<file path="src/rtl/mp3_data_port_pkg.sv">
// Shared types and geometry for the cache data-array port driver.
package mp3_data_port_pkg;

  localparam int unsigned NUM_SETS   = 32;
  localparam int unsigned LINE_BYTES = 32;
  localparam int unsigned WORD_BYTES = 4;
  localparam int unsigned IDX_LSB    = 5;
  localparam int unsigned IDX_MSB    = 9;
  localparam int unsigned WSEL_LSB   = 2;
  localparam int unsigned IDX_W      = IDX_MSB - IDX_LSB + 1;
  localparam int unsigned WSEL_W     = IDX_LSB - WSEL_LSB;
  localparam int unsigned LINE_W     = LINE_BYTES * 8;
  localparam int unsigned WORD_W     = WORD_BYTES * 8;

  // Encoding 3 is reserved and handled as a read.
  typedef enum logic [1:0] {
    REQ_READ       = 2'd0,
    REQ_WRITE_WORD = 2'd1,
    REQ_WRITE_LINE = 2'd2
  } req_kind_t;

  typedef enum logic {
    INIT = 1'b0,
    RUN  = 1'b1
  } state_t;

endpackage

</file>
<file path="src/rtl/mp3_wmask_expand.sv">
// Places a byte-masked 32-bit word into its lane of a 256-bit line write.
module mp3_wmask_expand
  import mp3_data_port_pkg::*;
(
  input  logic [WSEL_W-1:0]     word_sel_i,
  input  logic [WORD_BYTES-1:0] mask_i,
  input  logic [WORD_W-1:0]     data_i,
  output logic [LINE_BYTES-1:0] wmask_o,
  output logic [LINE_W-1:0]     din_o
);

  // Byte mask shifted to the selected word; data replicated into every lane.
  always_comb begin
    wmask_o = LINE_BYTES'(mask_i) << {word_sel_i, 2'b00};
    din_o   = {(LINE_BYTES / WORD_BYTES){data_i}};
  end

endmodule

</file>
<file path="src/rtl/mp3_data_port.sv">
// Request-side driver for the 32-set x 256-bit byte-masked data SRAM.
// Zero-fills every set after reset, then serves reads and writes with a
// one-cycle response under valid/ready.
module mp3_data_port
  import mp3_data_port_pkg::*;
(
  input  logic                  clk,
  input  logic                  rst,
  input  logic                  req_valid,
  output logic                  req_ready,
  input  logic [1:0]            req_kind,
  input  logic [31:0]           req_addr,
  input  logic [WORD_W-1:0]     req_wdata,
  input  logic [WORD_BYTES-1:0] req_wmask,
  input  logic [LINE_W-1:0]     req_line,
  input  logic [LINE_BYTES-1:0] req_line_wmask,
  output logic                  resp_valid,
  input  logic                  resp_ready,
  output logic [WORD_W-1:0]     resp_rdata,
  output logic [LINE_W-1:0]     resp_line,
  output logic                  resp_was_write,
  output logic                  sram_csb,
  output logic                  sram_web,
  output logic [IDX_W-1:0]      sram_addr,
  output logic [LINE_BYTES-1:0] sram_wmask,
  output logic [LINE_W-1:0]     sram_din,
  input  logic [LINE_W-1:0]     sram_dout
);

  state_t               state_q, state_d;
  logic [IDX_W-1:0]     init_cnt_q, init_cnt_d;
  logic                 resp_valid_q, resp_valid_d;
  logic                 was_write_q, was_write_d;
  logic [WSEL_W-1:0]    word_sel_q, word_sel_d;

  req_kind_t            kind;
  logic                 is_write;
  logic                 stall;
  logic                 fire;
  logic [IDX_W-1:0]     req_idx;
  logic [WSEL_W-1:0]    req_wsel;
  logic [LINE_BYTES-1:0] word_wmask;
  logic [LINE_W-1:0]    word_din;
  logic                 unused_addr;

  assign kind        = req_kind_t'(req_kind);
  assign is_write    = (kind == REQ_WRITE_WORD) || (kind == REQ_WRITE_LINE);
  assign req_idx     = req_addr[IDX_MSB:IDX_LSB];
  assign req_wsel    = req_addr[IDX_LSB-1:WSEL_LSB];
  assign unused_addr = ^{req_addr[31:IDX_MSB+1], req_addr[WSEL_LSB-1:0]};

  // A held response blocks new requests; only RUN can accept.
  assign stall = resp_valid_q && !resp_ready;
  assign fire  = (state_q == RUN) && req_valid && !stall;

  mp3_wmask_expand u_wmask_expand (
    .word_sel_i (req_wsel),
    .mask_i     (req_wmask),
    .data_i     (req_wdata),
    .wmask_o    (word_wmask),
    .din_o      (word_din)
  );

  // FSM state register and init sweep counter.
  always_ff @(posedge clk) begin
    if (rst) begin
      state_q    <= INIT;
      init_cnt_q <= '0;
    end else begin
      state_q    <= state_d;
      init_cnt_q <= init_cnt_d;
    end
  end

  // Next state: sweep every set once, then run forever.
  always_comb begin
    state_d    = state_q;
    init_cnt_d = init_cnt_q;
    if (state_q == INIT) begin
      init_cnt_d = init_cnt_q + 1'b1;
      if (init_cnt_q == IDX_W'(NUM_SETS - 1)) begin
        state_d = RUN;
      end
    end
  end

  // Outputs: zero-fill writes during INIT, request-driven SRAM access in RUN.
  always_comb begin
    req_ready  = 1'b0;
    sram_csb   = 1'b1;
    sram_web   = 1'b1;
    sram_addr  = '0;
    sram_wmask = '0;
    sram_din   = '0;
    unique case (state_q)
      INIT: begin
        sram_csb   = 1'b0;
        sram_web   = 1'b0;
        sram_addr  = init_cnt_q;
        sram_wmask = '1;
      end
      RUN: begin
        req_ready = !stall;
        if (fire) begin
          sram_csb  = 1'b0;
          sram_addr = req_idx;
          case (kind)
            REQ_WRITE_WORD: begin
              sram_web   = 1'b0;
              sram_wmask = word_wmask;
              sram_din   = word_din;
            end
            REQ_WRITE_LINE: begin
              sram_web   = 1'b0;
              sram_wmask = req_line_wmask;
              sram_din   = req_line;
            end
            default: sram_web = 1'b1;
          endcase
        end
      end
      default: ;
    endcase
  end

  // Response next state: capture on accept, hold while stalled.
  always_comb begin
    resp_valid_d = fire || stall;
    was_write_d  = was_write_q;
    word_sel_d   = word_sel_q;
    if (fire) begin
      was_write_d = is_write;
      word_sel_d  = req_wsel;
    end
  end

  // Response registers; reset drops any pending response.
  always_ff @(posedge clk) begin
    if (rst) begin
      resp_valid_q <= 1'b0;
      was_write_q  <= 1'b0;
      word_sel_q   <= '0;
    end else begin
      resp_valid_q <= resp_valid_d;
      was_write_q  <= was_write_d;
      word_sel_q   <= word_sel_d;
    end
  end

  // Read data comes straight from the SRAM, which holds dout while deselected.
  always_comb begin
    resp_valid     = resp_valid_q;
    resp_was_write = was_write_q;
    resp_line      = was_write_q ? '0 : sram_dout;
    resp_rdata     = was_write_q ? '0 : sram_dout[{word_sel_q, 5'b00000} +: WORD_W];
  end

endmodule

</file>
<file path="config.mk">
export PLATFORM = sky130hd
export DESIGN_NAME = mp3_data_port
export DESIGN_NICKNAME = d
export VERILOG_FILES = /design/src/rtl/mp3_data_port_pkg.sv /design/src/rtl/mp3_wmask_expand.sv /design/src/rtl/mp3_data_port.sv
export SDC_FILE = /design/constraint.sdc
export NUM_CORES = 1
export LEC_CHECK = 0
export BUFFER_PORTS_ARGS = -buffer_cell sky130_fd_sc_hd__buf_2
export CAP_MARGIN = 30
export CORE_AREA = 2 2 467 469
export DETAILED_ROUTE_END_ITERATION = 10
export DIE_AREA = 0 0 469 471
export RECOVER_POWER = 50
export SLEW_MARGIN = 10
export SYNTH_ARGS = -nofsm -noshare
export SYNTH_HDL_FRONTEND = slang
export SYNTH_HIERARCHICAL = 1
export SYNTH_SLANG_ARGS = --single-unit
</file>
<file path="constraint.sdc">
create_clock -name clk -period 1.5 [get_ports clk]
set_input_delay 0.15 -clock clk [delete_from_list [all_inputs] [get_ports clk]]
set_output_delay 0.15 -clock clk [all_outputs]
set_load 0.005 [all_outputs]
</file>
==> results.md, run 1 <==
Yosys:
- The number of flip-flops and latches in the synthesized netlist is 11.
- Of all flip-flops after synthesis, the portion carrying an async set or reset was 0%.
- The synthesized design contains 0 enable-type register cells.
- The main flop type after synthesis is sky130_fd_sc_hd__dfxtp_1.
- Counting distinct cell types in the post-synthesis netlist gives 31.
- Yosys printed 6 warnings.
- Counting every instance in the synthesized netlist gives 1467.
- The average footprint of a synthesized cell is 7.07 µm².
- The most instantiated library cell after synthesis is sky130_fd_sc_hd__nor2_1.
- The commonest cells after synthesis are sky130_fd_sc_hd__nor2_1, sky130_fd_sc_hd__a22oi_1, sky130_fd_sc_hd__buf_4.
- The biggest area contributor in the post-synthesis netlist is sky130_fd_sc_hd__a22oi_1.
- Yosys attributes the largest share of cell area to sky130_fd_sc_hd__a22oi_1, sky130_fd_sc_hd__buf_4, sky130_fd_sc_hd__nor2b_1.
- The total nets after synthesis is 2089.
- Summing the sequential cell areas from Yosys gives 2.12% of the chip area.
- The post-synthesis instance area is 10400 µm².
- The portion of synthesized cell area occupied by the leading cell type is 20.8%.

Detailed routing:
- The detailed router finished its first iteration with 1552 violations.
- The count of nets left with antenna violations after detail routing is 0.
- Dividing the detail-routed via count by the number of cells gives 3.27.
- For this block, the via count after detailed routing is 18100.
- The routed length per instance is 33.0 µm.
- The number of detailed-route iterations in the first pass is 5.
- The routed design has 182000 µm of wire.
- The DRC violations left is 0.

STA:
- The hold violation total from the final report is 0.
- For the finished layout, the period the worst path requires is 2220 ps.
- The clock skew is 9.26 ps.
- The worst setup margin is -719 ps.
- The final critical path takes up 148% of the cycle.
- The number of max-slew violations in the final report is 0.
- The aggregate negative setup slack is -185750 ps.
- The count of final setup violators is 514.
- Setup repair after global routing could not meet its margin everywhere.
- The headroom to the max-slew limit is 42.6%.
- Static timing analysis puts the maximum clock frequency at 0.451 GHz.
- At the pin with the least slew margin, the transition time is 861 ps.
- The worst hold slack after final layout is 252 ps.

Placement:
- The count of input and output buffers is 1179.
- The half-perimeter wire length after placement is 157000 µm.
- The placed instance area is 19900 µm².
- The routability-driven placement congestion ratio is 1.04.

Cells and area:
- The fraction of layout cells with a size suffix above 1 is 74.8%.
- The filler cell count in the final layout is 25200.
- The final core utilization is 11.4%.
- The final instance area is 24600 µm².
- In the final design database the tool counted 3224 nets.
- The area growth from synthesis to layout is 137%.

Clock tree:
- TritonCTS built the clock tree.
- The number of H-tree levels is 1.
- The number of buffers on the longest clock path is 2.
- The clock drives 11 sinks.
- Buffers inserted during clock tree synthesis total 3.
- The number of buffers added to fix hold violations after cts is 0.
- Clock-pin slew was measured on the worst setup and hold paths at 50 ps.
- The clock latency on the worst-skew pair is 240 ps.
- The library cell used as clock root buffer is sky130_fd_sc_hd__clkbuf_16.

Floorplanning:
- The die height is 471 µm.
- The floorplan has 171 rows.
- The number of top-level pins is 1204.
- The die span in x is 469 µm.
- The starting utilization of the core area is 4.80%.
- The core region is 216000 µm².
- The die area is 221000 µm².

Worst setup path:
- The worst setup path is launched from a register.
- The required time at the worst-slack endpoint is 1350 ps.
- STA classifies the critical path endpoint as an output pin.
- The biggest fanout along the worst timing path is 12.
- The critical path is of the register to output pin type.
- The critical path arrival is 2070 ps.

GRT:
- The total overflow left after global routing is 0.
- The initial antenna violation count is 185.
- The global routing usage summed across all routing layers is 14.9%.
- The largest net degree at the start of global routing is 57.
- The global-route wire length before repair is 206000 µm.
- The number of global-route vias before repair is 16100.

Pwr:
- Dividing total power by cell area gives a power density of 229 nW/µm².
- In this run the static leakage power is 10.0 nW.
- The peak supply drop is 0.000251 V.
- After layout, the design draws a total of 5.64 mW.

Run status:
- The final reports fail on setup timing.
- The flow ran to the end, but the final reports show violations.

Hold path:
- The worst min-delay path class is input pin to register.

Flow run:
- Max-cap violations in this run came to 0.
[critical path, cell delays in order (launching register included)]
cell and delay (ps):
sky130_fd_sc_hd__dfxtp_4 350, sky130_fd_sc_hd__buf_12 170, sky130_fd_sc_hd__buf_12 170, sky130_fd_sc_hd__mux4_2 580
sky130_fd_sc_hd__mux2i_1 290, sky130_fd_sc_hd__nor2_1 80, sky130_fd_sc_hd__buf_2 140
[worst paths after layout]
kind,slack [ps],to,cells past startpoint,from
hold reg to reg,550,init_cnt_q[3]$_SDFFE_PP0N_,2,init_cnt_q[3]$_SDFFE_PP0N_
setup / recovery,-720,resp_rdata[24],6,word_sel_q[1]$_SDFFE_PP0P_
hold / removal,250,init_cnt_q[0]$_SDFFE_PP0N_,2,rst
setup reg to reg,-310,word_sel_q[0]$_SDFFE_PP0P_,5,state_q$_SDFF_PP0_
[state kept, by name, indices dropped and copies added (netlist names)]
name / cells
state_q: 1
resp_was_write: 1
resp_valid: 1
word_sel_q: 3
init_cnt_q: 5
[report_power, final]
group,total (mW),switching (mW),internal (mW)
registers,0.302,0.00898,0.293
clock network,0.496,0.142,0.354
logic,4.84,2.87,1.98
total,5.64,3.02,2.62
[metrics by stage]
stage,std cells,setup WS (ps)
after floorplan,1467,-7.12
after global placement,5352,-1250
after detailed placement,5353,-1050
after CTS,5416,-692
after global routing,5501,-734
final,5523,-719
[cells by family after synthesis]
| group | Yosys count | share of synthesized area (%) |
|---|---|---|
| XOR/XNOR | 3 | 0.253 |
| flip-flops | 11 | 2.12 |
| buffers and inverters | 419 | 26.5 |
| adder cells (fa/ha/maj) | 4 | 0.482 |
| AND/OR/NAND/NOR | 598 | 30.2 |
| multiplexers | 98 | 17.2 |
| AO/OA/AOI/OAI | 334 | 23.2 |
[metal layers]
metal	up-vias	global-route usage (%)	share of wire (%)
li1	7317	-	-
met1	8597	16.0	36
met2	1579	27.2	50
met3	524	3.81	8.3
met4	36	6.16	5.8
met5	-	0	0.13
[what timing repair did]
item	in CTS	in global routing
cloned	27	19
setup endpoints to repair	372	411
buffers inserted	33	23
resized for setup	433	366
pin swaps	143	145
[placed cells by master, fill, tap and decap left out, drive strengths merged, types with 5 or more instances in the layout]
cell	netlist	final
and4bb	10	10
dfxtp	11	11
clkbuf	105	21
diode	0	68
a22oi	288	288
mux2i	34	34
buf	311	1523
o21ai	36	36
a22o	5	5
mux4	64	64
nor2b	258	258
nor2	298	298
and4b	12	12
bufbuf	0	5
a21oi	5	5
[final cells by class]
| class | count | area (µm²) | share of cell area [%] |
|---|---|---|---|
| timing repair buffer | 1546 | 11100 | 44.9 |
| multi-input combinational | 1037 | 9500 | 38.6 |
| tap | 2854 | 3570 | 14.5 |
| sequential | 11 | 235 | 0.955 |
| antenna | 68 | 170 | 0.691 |
| clock buffer | 3 | 75.1 | 0.305 |
| inverter | 3 | 13.8 | 0.0559 |
| clock inverter | 1 | 5.00 | 0.0203 |
Power figures use the tool's default switching activity.
==> inputs of run 2 (changes only) <==
- CTS_BUF_LIST: default -> sky130_fd_sc_hd__clkbuf_2
==> results.md, run 2 (synthesis gave the netlist of run 1 again) <==
STA:
- The hold violation total from the final report is 0 (unchanged).
- Setup repair after global routing could not meet its margin everywhere.
- The shortest clock period the worst path allows after layout is 2280 ps (+57.2 ps).
- The slew at the pin with the worst max-slew slack is 669 ps (-191 ps).
- The count of final setup violators is 558 (+8.6%).
- The period utilization was 152% (+3.8 points).
- The number of max-slew violations in the final report is 0 (unchanged).
- The worst setup margin is -776 ps (-57.2 ps).
- The clock skew is 27.8 ps (+18.6 ps).
- The upper clock frequency limit is 0.439 GHz (-2.5%).
- The headroom to the max-slew limit is 55.4% (+13 points).

Clock tree:
- The number of H-tree levels is 1 (unchanged).
- The clock transition at the registers of the reported paths was 150 ps (+100 ps).
- The clock net sink count came to 11 (unchanged).
- The TritonCTS clock tree is done.
- CTS placed an instance of sky130_fd_sc_hd__clkbuf_2 at the clock tree root.
- The clock buffer count from CTS is 3 (unchanged).
- The number of buffers on the longest clock path is 2 (unchanged).
- The clock latency on the worst-skew pair is 280 ps (+40 ps).

Worst setup path:
- The biggest fanout along the worst timing path is 8 (-4).
- Traced cell by cell, the critical path runs through buf_12 -> buf_12 -> mux4_2 -> mux2i_1 -> nor2_1 -> buf_2.
- The critical path is of the register to output pin type.
- The maximum cell stage delay along the critical path is 580 ps (about the same).
- The critical path arrival came to 2130 ps (+60 ps).
- The most prevalent standard cell on the critical path is sky130_fd_sc_hd__buf_12.
- The standard cell with the maximum stage delay on the critical path is sky130_fd_sc_hd__mux4_2.
- The required time at the worst-slack endpoint was 1350 ps (about the same).
- The critical path startpoint category is a register.
- STA classifies the critical path endpoint as an output pin.
- The beginning of the worst register-to-register path is state_q$_SDFF_PP0_.
- Tracing the worst setup path back leads to its startpoint at word_sel_q[1]$_SDFFE_PP0P_.

GRT:
- The initial antenna violation count is 183 (-1.1%).
- The global routing usage summed across all routing layers is 14.8% (-0.063 points).
- The overflow left after global routing was 0 (unchanged).
- The global-route wire length before repair is 205000 µm (-0.79%).
- The largest net degree at the start of global routing was 47 (-18%).
- The number of global-route vias before repair is 15700 (-2.3%).

Cells and area:
- The largest registers in the layout are init_cnt_q x5, word_sel_q x3.
- The final core utilization was 10.6% (-0.75 points).
- The number of flip-flops in the largest register came to 5 (unchanged).
- The count of nets after finishing is 3188 (-1.1%).
- The library cell used most frequently in the layout, excluding fill and tap cells, is sky130_fd_sc_hd__buf_2.
- In the layout the commonest cells are sky130_fd_sc_hd__buf_2, sky130_fd_sc_hd__a22oi_1, sky130_fd_sc_hd__nor2b_1.
- The register containing the most flip-flops in the final layout is init_cnt_q.
- The fraction of layout cells with a size suffix above 1 was 71.7% (-3.1 points).
- Relative to the synthesized area, the layout overhead comes to 122%.

Floorplanning:
- The starting utilization of the core area was 4.80% (unchanged).
- The core area came to 216000 µm² (unchanged).
- The site row count is 171 (unchanged).
- The die span in x came to 469 µm (unchanged).
- The die area was 221000 µm² (unchanged).
- The number of top-level pins is 1204 (unchanged).
- The die height was 471 µm (unchanged).

Hold path:
- The worst hold path begins at rst.
- The worst min-delay path class is input pin to register.

Detailed routing:
- The total number of vias is 17600 (-2.7%).
- The number of detailed-route iterations in the first pass is 6 (+1).
- The routed length per instance is 32.4 µm (-1.8%).
- The count of nets left with antenna violations after detail routing is 2 (+2).
- The detail-routed via count per cell came to 3.20 (-2.1%).
- The number of DRC markers after the initial detailed-route iteration came to 1512 (-2.6%).
- The final wirelength was 178000 µm (-2.4%).
- The DRC violations left is 0 (unchanged).

Run status:
- The run finished, with violations left.
- The checks that failed: antenna rules, setup timing.

Pwr:
- The peak supply drop came to 0.000135 V (-46%).
- The leakage power is 9.52 nW (-5.3%).
- The overall power of the completed layout is 5.11 mW (-9.3%).
- The power density over the cells is 222 nW/µm² (-2.9%).

Placement:
- The half-perimeter wire length after placement is 157000 µm (unchanged).
- The count of input and output buffers is 1179 (unchanged).
- The routability-driven placement congestion ratio is 1.04 (unchanged).

Flow run:
- The max-cap check violation count is 0 (unchanged).
run 2: routing by layer:
metal  up-vias  global-route usage [%]  routed length [µm]
met3       456                    3.53               14300
met5         -                       0                 219
met4        28                    5.95                9460
li1       7226                       -                   -
met1      8396                    16.1               64300
met2      1464                    27.2               89800
run 2: worst paths after layout:
kind | to | slack (ps) | cells past startpoint
worst max-delay path | resp_rdata[24] | -780 | 6
worst min-delay path | resp_valid$_SDFF_PP0_ | 190 | 2
worst max register to register | word_sel_q[0]$_SDFFE_PP0P_ | -240 | 5
worst min register to register | init_cnt_q[4]$_SDFFE_PP0N_ | 570 | 2
run 2: stage by stage:
step	hold slack (ps)	setup TNS (ps)	worst slack (ps)	cell area, µm²	std cells
floorplan	219	-1240	-7.12	10500	1467
global placement	482	-132270	-1250	19800	5352
detailed placement	486	-126560	-1050	19900	5353
CTS	165	-205300	-742	21200	5386
global route	170	-264790	-810	22900	5464
finish	194	-225050	-776	23000	5490
run 2: worst max-delay path: cells and delay by family, from the launching register on:
kind / cells / cell delay (ps)
buffers and inverters: 3 / 470
flip-flops: 1 / 400
multiplexers: 2 / 890
AND/OR/NAND/NOR: 1 / 80
run 2: area by class of cell:
type / count / area [µm²]
fillers: 25300 / 193000
repair buffers: 1510 / 10200
multi-input cells: 1037 / 8810
well taps: 2854 / 3570
flip-flops and latches: 11 / 234
diodes: 71 / 178
clock buffers: 3 / 15.0
inverters: 3 / 11.3
clock inverters: 1 / 5.00
run 2: timing repair:
item,4_1_cts,5_1_grt
hold buffers,0,0
pin swaps,35,123
buffers inserted,16,23
setup endpoints to repair,488,555
cloned,13,12
gates resized for setup,231,329
run 2: power breakdown:
| group | total [mW] | switching, mW | internal [mW] | leakage, nW |
|---|---|---|---|---|
| logic | 4.64 | 2.73 | 1.90 | 9.41 |
| clock network | 0.174 | 0.114 | 0.0603 | 0.0168 |
| registers | 0.303 | 0.00922 | 0.294 | 0.0927 |
| total | 5.11 | 2.86 | 2.26 | 9.52 |
